<file path="config.mk">
export PLATFORM = sky130hd
export DESIGN_NAME = dwpe_seq_ctrl
export DESIGN_NICKNAME = d
export VERILOG_FILES = /design/src/rtl/dwpe_seq_ctrl.sv
export SDC_FILE = /design/constraint.sdc
export NUM_CORES = 1
export LEC_CHECK = 0
export ABC_AREA = 1
export BUFFER_PORTS_ARGS = -buffer_cell sky130_fd_sc_hd__clkbuf_2
export CORE_MARGIN = 4
export CORE_UTILIZATION = 32
export CTS_BUF_LIST = sky130_fd_sc_hd__clkbuf_4 sky130_fd_sc_hd__clkbuf_8
export DETAILED_ROUTE_END_ITERATION = 10
export GPL_TIMING_DRIVEN = 0
export HOLD_SLACK_MARGIN = 0.02
export PLACE_DENSITY_LB_ADDON = 0.08
export SLEW_MARGIN = 40
export SYNTH_ARGS = -nofsm -noshare
export SYNTH_HDL_FRONTEND = slang
export SYNTH_SLANG_ARGS = --single-unit
</file>
<file path="constraint.sdc">
create_clock -name clk -period 7.1 [get_ports clk]
set_input_delay 1.065 -clock clk [delete_from_list [all_inputs] [get_ports clk]]
set_output_delay 1.065 -clock clk [all_outputs]
set_load 0.005 [all_outputs]
</file>
<file path="src/rtl/dwpe_seq_ctrl.sv">
// Depthwise PE array sequencer: walks K*K taps per channel,
// drains the PE pipeline and hands each result block downstream.
module dwpe_seq_ctrl #(
    parameter int K      = 3,
    parameter int CW     = 8,
    parameter int AW     = 12,
    parameter int PE_LAT = 2
) (
    input  logic                                 clk,
    input  logic                                 rst_n,
    input  logic                                 start,
    input  logic [CW-1:0]                        cfg_ch,
    output logic                                 busy,
    output logic                                 done,
    input  logic                                 pix_valid,
    output logic [AW-1:0]                        wbuf_addr,
    output logic [((K > 1) ? $clog2(K) : 1)-1:0] win_x,
    output logic [((K > 1) ? $clog2(K) : 1)-1:0] win_y,
    output logic [CW-1:0]                        ch_idx,
    output logic                                 pe_ena,
    output logic                                 pe_first,
    output logic                                 pe_last,
    output logic                                 res_valid,
    input  logic                                 res_ready
);

    localparam int TAPS = K * K;
    localparam int TW   = (TAPS > 1) ? $clog2(TAPS) : 1;
    localparam int XW   = (K > 1) ? $clog2(K) : 1;
    localparam int DW   = (PE_LAT > 1) ? $clog2(PE_LAT) : 1;

    typedef enum logic [2:0] {
        S_IDLE,
        S_RUN,
        S_DRAIN,
        S_OUT,
        S_DONE
    } state_t;

    state_t        state_q, state_d;
    logic [TW-1:0] tap_q, tap_d;
    logic [XW-1:0] wx_q, wx_d;
    logic [XW-1:0] wy_q, wy_d;
    logic [CW-1:0] ch_q, ch_d;
    logic [CW-1:0] cfg_q, cfg_d;
    logic [DW-1:0] drn_q, drn_d;
    logic          fire;
    logic          last_tap;

    assign last_tap = (tap_q == TW'(TAPS - 1));

    always_comb begin
        state_d = state_q;
        tap_d   = tap_q;
        wx_d    = wx_q;
        wy_d    = wy_q;
        ch_d    = ch_q;
        cfg_d   = cfg_q;
        drn_d   = drn_q;
        fire    = 1'b0;
        unique case (state_q)
            S_IDLE: begin
                if (start) begin
                    cfg_d   = cfg_ch;
                    ch_d    = '0;
                    tap_d   = '0;
                    wx_d    = '0;
                    wy_d    = '0;
                    state_d = (cfg_ch == '0) ? S_DONE : S_RUN;
                end
            end
            S_RUN: begin
                if (pix_valid) begin
                    fire = 1'b1;
                    if (last_tap) begin
                        tap_d   = '0;
                        wx_d    = '0;
                        wy_d    = '0;
                        drn_d   = DW'(PE_LAT - 1);
                        state_d = S_DRAIN;
                    end else begin
                        tap_d = tap_q + 1'b1;
                        if (wx_q == XW'(K - 1)) begin
                            wx_d = '0;
                            wy_d = wy_q + 1'b1;
                        end else begin
                            wx_d = wx_q + 1'b1;
                        end
                    end
                end
            end
            S_DRAIN: begin
                if (drn_q == '0) begin
                    state_d = S_OUT;
                end else begin
                    drn_d = drn_q - 1'b1;
                end
            end
            S_OUT: begin
                if (res_ready) begin
                    if (ch_q == cfg_q - 1'b1) begin
                        state_d = S_DONE;
                    end else begin
                        ch_d    = ch_q + 1'b1;
                        state_d = S_RUN;
                    end
                end
            end
            S_DONE: begin
                ch_d    = '0;
                state_d = S_IDLE;
            end
            default: state_d = S_IDLE;
        endcase
    end

    // PE strobes are registered to line up with the 1-cycle weight read
    always_ff @(posedge clk) begin
        if (!rst_n) begin
            state_q  <= S_IDLE;
            tap_q    <= '0;
            wx_q     <= '0;
            wy_q     <= '0;
            ch_q     <= '0;
            cfg_q    <= '0;
            drn_q    <= '0;
            pe_ena   <= 1'b0;
            pe_first <= 1'b0;
            pe_last  <= 1'b0;
        end else begin
            state_q  <= state_d;
            tap_q    <= tap_d;
            wx_q     <= wx_d;
            wy_q     <= wy_d;
            ch_q     <= ch_d;
            cfg_q    <= cfg_d;
            drn_q    <= drn_d;
            pe_ena   <= fire;
            pe_first <= fire & (tap_q == '0);
            pe_last  <= fire & last_tap;
        end
    end

    assign wbuf_addr = AW'(ch_q) * AW'(TAPS) + AW'(tap_q);
    assign win_x     = wx_q;
    assign win_y     = wy_q;
    assign ch_idx    = ch_q;
    assign busy      = (state_q != S_IDLE);
    assign done      = (state_q == S_DONE);
    assign res_valid = (state_q == S_OUT);

endmodule

</file>
# Yosys cells after proc, flatten, opt, wreduce, memory -nomap -nowiden
# Index checks and enable logic that the tools add are counted.
# totals
regBits,31
latchBits,0
mem_bits_rw,0
rom_bits,0
input_bits,13
n_memories,0
# classes
addsub,7
mul,1
div_mod_pow,0
magnitude_cmp,0
eq_ne,14
shifts,0
mux,31
n_bitwise,2
n_reduce_logical,13
# op_table
operator,n
$mux W8,3
$pmux W8 S3,1
$mux W3,7
$mux W2,7
$add A12 B4 Y12,1
$mul A8 B4 Y12 const B,1
$mux W4,3
$pmux W3 S4,1
$ne A2 B2 Y1 const B,5
$add A8 B1 Y8 const B,1
$eq A8 B8 Y1,1
$logic_not A8 Y1,1
$pmux W2 S2,2
$pmux W4 S2,1
$reduce_and A4 Y1,2
$sub A8 B1 Y8 const B,1
$eq A3 B2 Y1 const B,2
$reduce_and A3 Y1,2
$reduce_bool A3 Y1,2
$mux W1,5
$reduce_and A5 Y1,1
$add A2 B1 Y2 const B,2
$add A4 B1 Y4 const B,1
$eq A4 B4 Y1 const B,1
12 further kinds,14

# Longest topological paths before layout
# Gate-level depths: netlist of the first run.
# logic_depth
word_depth,5
mapped_depth,14
mapped_depth_nobuf,14

# Worst setup path after synthesis of the first run
# No wires, ideal clock.
# synth_timing
path_type,reg-to-output
start,"register ch_q[4], in the netlist ch_idx[4]"
end,output port wbuf_addr[11]
arrival_ps,2113
path_slack_ps,3922
path_stages_with_launch,10
cell_sequence,dfxtp_1 > ha_1 > ha_1 > ha_1 > nand2_1 > o21ai_0 > nand2_1 > o211ai_1 > nand2_1 > a21oi_1
# synth_between
elab_chain_len,2
# synth_lines
item,line,text
"start, declared",44,"logic [CW-1:0] ch_q, ch_d;"
"start signal, assigned",135,ch_q <= ch_d;
$mul A8 B4 Y12,144,assign wbuf_addr = AW'(ch_q) * AW'(TAPS) + AW'(tap_q);
$add A12 B4 Y12,144,
"end, declared",16,"output logic [AW-1:0] wbuf_addr,"
# No other way between the ends.

# Final worst setup path of the first run
# Ends and elaborated chain as after synthesis.

==> out/qor.csv, run 1 <==
stage;metric;value;unit
logic_synthesis;yosysWarnings;0;
die;die_x;92.8;um
clock_network;htreeDepth;2;
pwr;p_total;0.000664;W
clock_network;clk_pin_slew_worst_paths;70;ps
outcome;status;finished clean;
setup_path;path_class;reg2out;
finish;num_antenna_cells;0;
clock_network;clock-sinks;31;
logic_synthesis;synthFlopType;dfxtp_1;
die;core-area;6910;um^2
pwr;internal_power;0.000392;W
pwr;seqPwrFrac;34.6;%
setup_path;cp_max_fo;9;
pwr;switchingPower;0.000272;W
setup_path;r2r_slack;5210;ps
die;die_height;92.8;um
logic_synthesis;seq_area_frac_synth;26.9;%
route;wl_per_cell;11.3;um
route;drt-vias-per-instance;4.55;
sta;final.period_utilization;54.7;%
clock_network;post-cts-setup-buffers;0;
die;start_util;33.4;%
global_routing;overflow;0;
finish;n_fill_cell;779;
pwr;p_per_area;242;nW/um^2
setup_path;r2r_end;ch_idx[4];
route;drc_errors;0;
logic_synthesis;ys_types;30;
setup_path;required;6030;ps
clock_network;cts_resized;0;
sta;fin_crit;3890;ps
finish;mostFrequentLayoutCells;64 x nand2_1, 46 x inv_1, 42 x clkbuf_2, 33 x nor2_1, 31 x dfxtp_1;
sta;relSlewSlack;58.7;%
pwr;ir_drop;148;uV
place;port_buffers;42;
sta;drv_slew;0;
die;ioPinCount;43;
worst_hold_path;hold_path_depth;2;
clock_network;numCtsBuffers;5;
pwr;power_leakage;1.39;nW
global_routing;grt_pass1_vias;2062;
place;dp.final_hpwl;4340;um
setup_path;reg2reg_depth;13;
sta;fmax;257;MHz
logic_synthesis;syn_nets;368;
clock_network;cts_tree;yes;
die;rows;30;
worst_hold_path;hold_class;reg2reg;
route;postRouteAntennaNets;0;
sta;hold_viol;0;
global_routing;grt_usage;13.3;%
setup_path;cp-end-kind;output pin;
route;first_pass_iters;4;
logic_synthesis;netlist_area;2300;um^2
setup_path;startpoint_type;flip-flop;
logic_synthesis;yosys_register_bits;31;
clock_network;cts_buffer_depth;2;
route;via_count;2151;
route;first_iter_violations;67;
worst_hold_path;hold_end;cfg_q[6];
sta;setup_tns;0;ps
finish;syn_to_final_growth;18.8;%
setup_path;cp_slowest_cell;dfxtp_1;
finish;final_common_cell;nand2_1;
sta;tightestPinTransition;620;ps
logic_synthesis;syn_area_per_cell;7.04;um^2
setup_path;cp_cell_sequence;ha_1 -> ha_1 -> ha_1 -> nand2_1 -> o21ai_0 -> nand2_1 -> o211ai_1 -> nand2_1 -> a21oi_1 -> clkbuf_2;
die;dieArea;8620;um^2
logic_synthesis;async_flop_share;0;%
sta;rsz0062_at_grt;false;
setup_path;reg2reg_from;cfg_q[0];
global_routing;antenna_found_initial;0;
setup_path;arrival;2820;ps
sta;setup_ws;3210;ps
logic_synthesis;synth_enable_flop_cells;0;
setup_path;max_stage_delay;570;ps
run;maxCapViolCount;0;
global_routing;grt_pass1_wl;9350;um
sta;setup_viol;0;
clock_network;cts_root_buffer;clkbuf_8;
finish;post_route_cells_drive_above_1_share;18.8;%
pwr;swShare;40.9;%
sta;skew;6.35;ps
worst_hold_path;min-delay-start;cfg_q[6];
clock_network;clk-insertion-delay-late;290;ps
finish;nNetsFinal;417;
pwr;combPwrFrac;41.5;%
pwr;p_clk_share;23.9;%
place;pre_cts_ws;3510;ps
clock_network;cts-hold-fix-buffers;0;
global_routing;grt_max_degree;11;
place;place.gp.congestion;0.765;
route;wirelength;5340;um
logic_synthesis;synthCells;327;
-- sequential cells by signal, indices dropped and copies added (netlist names) --
signal    count
cfg_q         8
ch_idx        8
tap_q         4
state_q       3
win_x         2
win_y         2
drn_q         1
pe_ena        1
pe_first      1
pe_last       1
-- cell type report --
class                      count  area, um^2  share of cell area (%)
multi-input combinational    246        1490                    54.5
sequential                    31         621                    22.7
timing repair buffer          42         210                    7.68
inverter                      47         176                    6.44
tap                           96         120                    4.39
clock buffer                   7        96.3                    3.52
buffer                         3        13.8                   0.503
clock inverter                 1        7.51                   0.274
-- logic make-up (layout without fill, tap and decap cells) --
family                     count (synthesis)  count (layout)  synth area share, %
DFF                                       31              31                 26.9
adders and majority gates                 28              28                 15.5
buffers and inverters                     50             100                 8.26
and+or+nand+nor                          144             144                 28.5
AOI/OAI and AO/OA                         56              56                 13.9
xor gates and xnor gates                  18              18                 6.84
-- Yosys cell counts (2+ instances only) --
cell type | count | area share [%]
xor2_1 | 14 | 5.3
o21ai_0 | 17 | 3.7
nor2_1 | 33 | 5.4
ha_1 | 27 | 15
nor2_2 | 3 | 0.81
inv_1 | 46 | 7.5
a21oi_1 | 26 | 5.6
a31oi_1 | 2 | 0.54
nand3_1 | 21 | 4.6
nand4_1 | 7 | 1.9
o211ai_1 | 2 | 0.65
a21oi_2 | 7 | 2.7
nor2_4 | 2 | 0.98
nor3b_1 | 2 | 0.65
buf_2 | 2 | 0.43
dfxtp_1 | 31 | 27
xnor2_1 | 4 | 1.5
nand2_1 | 64 | 10
nor3_1 | 6 | 1.3
-- power groups by stage --
stage / Combinational, W / Sequential, W / Clock, W
finish: 0.000275 / 0.000230 / 0.000159
global route: 0.000320 / 0.000235 / 0.000173
floorplan: 0.000212 / 0.000229 / 0
CTS: 0.000278 / 0.000230 / 0.000168
global placement: 0.000277 / 0.000234 / 0
detailed placement: 0.000277 / 0.000234 / 0
-- critical path: cells and delay by family (launching register included) --
family / cells / cell delay, ps
buf+inv: 1 / 120
flops: 1 / 570
fa+ha+maj: 3 / 990
compound gates: 3 / 610
simple gates: 3 / 250
-- layer usage --
layer	up-vias	share of wire [%]	global-route usage [%]	wire, um
met3	7	3.1	3.01	168
li1	1174	-	-	-
met4	0	1.6	4.15	85
met2	28	45	22.0	2390
met5	-	0	0	0
met1	942	50	17.2	2690
-- worst max path at each step --
stage,from,to,depth (start not counted)
after floorplan,ch_idx[4],wbuf_addr[11],9
after global placement,ch_idx[4],wbuf_addr[11],10
after detailed placement,ch_idx[4],wbuf_addr[11],10
after CTS,ch_idx[4],wbuf_addr[11],10
after global routing,ch_idx[4],wbuf_addr[11],10
final,ch_idx[4],wbuf_addr[11],10
-- per-stage QoR --
step / hold slack [ps] / util, % / instance area, um^2 / std cells
2_1_floorplan: 447 / - / 2300 / 327
3_3_place_gp: 479 / 38.1 / 2630 / 465
3_5_place_dp: 487 / 38.1 / 2630 / 465
4_1_cts: 497 / 39.6 / 2740 / 473
5_1_grt: 523 / 39.6 / 2740 / 473
6_report: 495 / 39.6 / 2740 / 473
No activity file was read; power rests on OpenSTA's default activity.
==> run 2: changes to the inputs <==
- clock period: 7.1 -> 3.59 ns (I/O delays scaled with it)
==> run 2 against run 1 <==
  * Global-route usage unchanged
  * Largest cell class unchanged
  * Register-to-register slack got worse by 3500 ps
  * Clock skew unchanged
  * Largest power group unchanged
  * Wire length increased by 0.11%
==> out/qor.csv, run 2 (synthesis gave the netlist of run 1 again) <==
stage;metric;value;unit;change
worst_hold_path;hold_class;reg2reg;;
sta;rsz0062_at_grt;false;;
pwr;seqPwrFrac;34.6;%;about the same
route;drt-vias-per-instance;4.55;;unchanged
finish;nNetsFinal;417;;unchanged
route;wirelength;5340;um;+0.11%
route;drc_errors;0;;unchanged
finish;post_route_cells_drive_above_1_share;19.1;%;+0.27 points
place;port_buffers;42;;unchanged
clock_network;cts_tree;yes;;
setup_path;required;3050;ps;-2980 ps
die;rows;30;;unchanged
outcome;status;finished clean;;
place;pre_cts_ws;525;ps;-2980 ps
setup_path;arrival;2740;ps;-80 ps
finish;syn_to_final_growth;18.9;%;about the same
sta;hold_viol;0;;unchanged
die;die_x;92.8;um;unchanged
pwr;combPwrFrac;41.5;%;about the same
clock_network;clock-sinks;31;;unchanged
finish;fin_cells;473;;unchanged
global_routing;grt_pass1_wl;9350;um;unchanged
global_routing;grt_pass1_vias;2062;;unchanged
finish;num_antenna_cells;0;;unchanged
die;start_util;33.4;%;unchanged
route;first_iter_violations;67;;unchanged
sta;skew;6.35;ps;unchanged
route;wl_per_cell;11.3;um;+0.11%
sta;fmax;305;MHz;
setup_path;r2r_slack;1700;ps;-3510 ps
sta;relSlewSlack;58.7;%;about the same
finish;n_fill_cell;781;;+0.26%
pwr;ir_drop;293;uV;+98%
sta;setup_tns;0;ps;unchanged
die;die_height;92.8;um;unchanged
global_routing;grt_max_degree;11;;unchanged
clock_network;post-cts-setup-buffers;0;;unchanged
route;first_pass_iters;4;;unchanged
setup_path;path_class;reg2out;;
clock_network;htreeDepth;2;;unchanged
pwr;swShare;40.9;%;about the same
place;place.gp.congestion;0.765;;unchanged
global_routing;overflow;0;;unchanged
die;core-area;6910;um^2;unchanged
finish;final_common_cell;nand2_1;;
pwr;p_per_area;480;nW/um^2;+98%
place;placed_cells;465;;unchanged
sta;fin_crit;3280;ps;
die;ioPinCount;43;;unchanged
finish;final-seq-area;622;um^2;+0.20%
setup_path;cp_max_fo;8;;-1
clock_network;numCtsBuffers;5;;unchanged
global_routing;grt_usage;13.3;%;unchanged
route;postRouteAntennaNets;0;;unchanged
sta;setup_ws;307;ps;-2910 ps
run;maxCapViolCount;0;;unchanged
die;dieArea;8620;um^2;unchanged
pwr;switchingPower;0.000538;W;+98%
setup_path;cp_slowest_cell;dfxtp_1;;
sta;drv_slew;0;;unchanged
clock_network;cts_root_buffer;clkbuf_8;;
setup_path;cp-end-kind;output pin;;
finish;multi_input_area;1490;um^2;unchanged
setup_path;cp_cell_sequence;ha_1 -> ha_1 -> ha_1 -> nand2_1 -> o21ai_0 -> nand2_1 -> o211ai_1 -> nand2_1 -> a21oi_1 -> clkbuf_2;;
setup_path;path_delay_family;adder cells;;
global_routing;antenna_found_initial;0;;unchanged
finish;mostFrequentLayoutCells;64 x nand2_1, 46 x inv_1, 42 x clkbuf_2, 33 x nor2_1, 30 x dfxtp_1;;
setup_path;max_stage_delay;510;ps;-60 ps
clock_network;clk_pin_slew_worst_paths;70;ps;about the same
pwr;internal_power;0.000776;W;+98%
place;dp.final_hpwl;4340;um;unchanged
sta;final.period_utilization;91.4;%;
clock_network;cts_buffer_depth;2;;unchanged
sta;tightestPinTransition;620;ps;+0.0654 ps
pwr;power_leakage;1.39;nW;about the same
route;via_count;2151;;unchanged
clock_network;clk-insertion-delay-late;290;ps;about the same
sta;setup_viol;0;;unchanged
pwr;p_clk_share;23.9;%;about the same
setup_path;cp.buffers_inverters;1;;unchanged
setup_path;startpoint_type;flip-flop;;
[run 2: cell type report]
class                      count  area share [%]
multi-input combinational    246            54.5
buffer                         3           0.503
clock buffer                   7            3.52
tap                           96            4.39
clock inverter                 1           0.274
timing repair buffer          42            7.67
inverter                      47            6.44
sequential                    31            22.7
[run 2: repair_timing]
| action | CTS | global route |
|---|---|---|
| hold buffers | 0 | 0 |
| resized for setup | 0 | 1 |
| setup endpoints to repair | 0 | 2 |
[run 2: tightest hold or removal path: cells and delay by family, from the launching register on]
kind / cells / cell delay [ps]
buf+inv: 1 / 70
flops: 1 / 320
compound gates: 1 / 60
[run 2: layer usage]
| layer | vias up | wire, um | track usage (%) |
|---|---|---|---|
| li1 | 1174 | - | - |
| met1 | 942 | 2690 | 17.2 |
| met2 | 28 | 2400 | 22.0 |
| met3 | 7 | 168 | 3.01 |
| met4 | 0 | 85 | 4.15 |
| met5 | - | 0 | 0 |
[run 2: metrics by stage]
stage                     total power [W]  utilization, %  area [um^2]  hold WS, ps
after global routing              0.00144            39.7         2740          523
after detailed placement          0.00101            38.1         2630          487
after floorplan                  0.000871               -         2300          447
after CTS                         0.00134            39.6         2740          491
final                             0.00131            39.7         2740          494
after global placement            0.00101            38.1         2630          479
[run 2: path summary, 6_finish.rpt]
check | startpoint | end | depth (start not counted)
max | ch_idx[1] | wbuf_addr[11] | 10
min | cfg_q[6] | cfg_q[6] | 2
max reg2reg | cfg_q[0] | ch_idx[1] | 13
min reg2reg | cfg_q[6] | cfg_q[6] | 2
[run 2: power groups by stage]
| stage | logic (W) | registers (W) | clock network (W) |
|---|---|---|---|
| floorplan | 0.000418 | 0.000453 | 0 |
| global placement | 0.000549 | 0.000463 | 0 |
| detailed placement | 0.000548 | 0.000463 | 0 |
| CTS | 0.000550 | 0.000455 | 0.000331 |
| global route | 0.000632 | 0.000465 | 0.000344 |
| finish | 0.000545 | 0.000455 | 0.000314 |
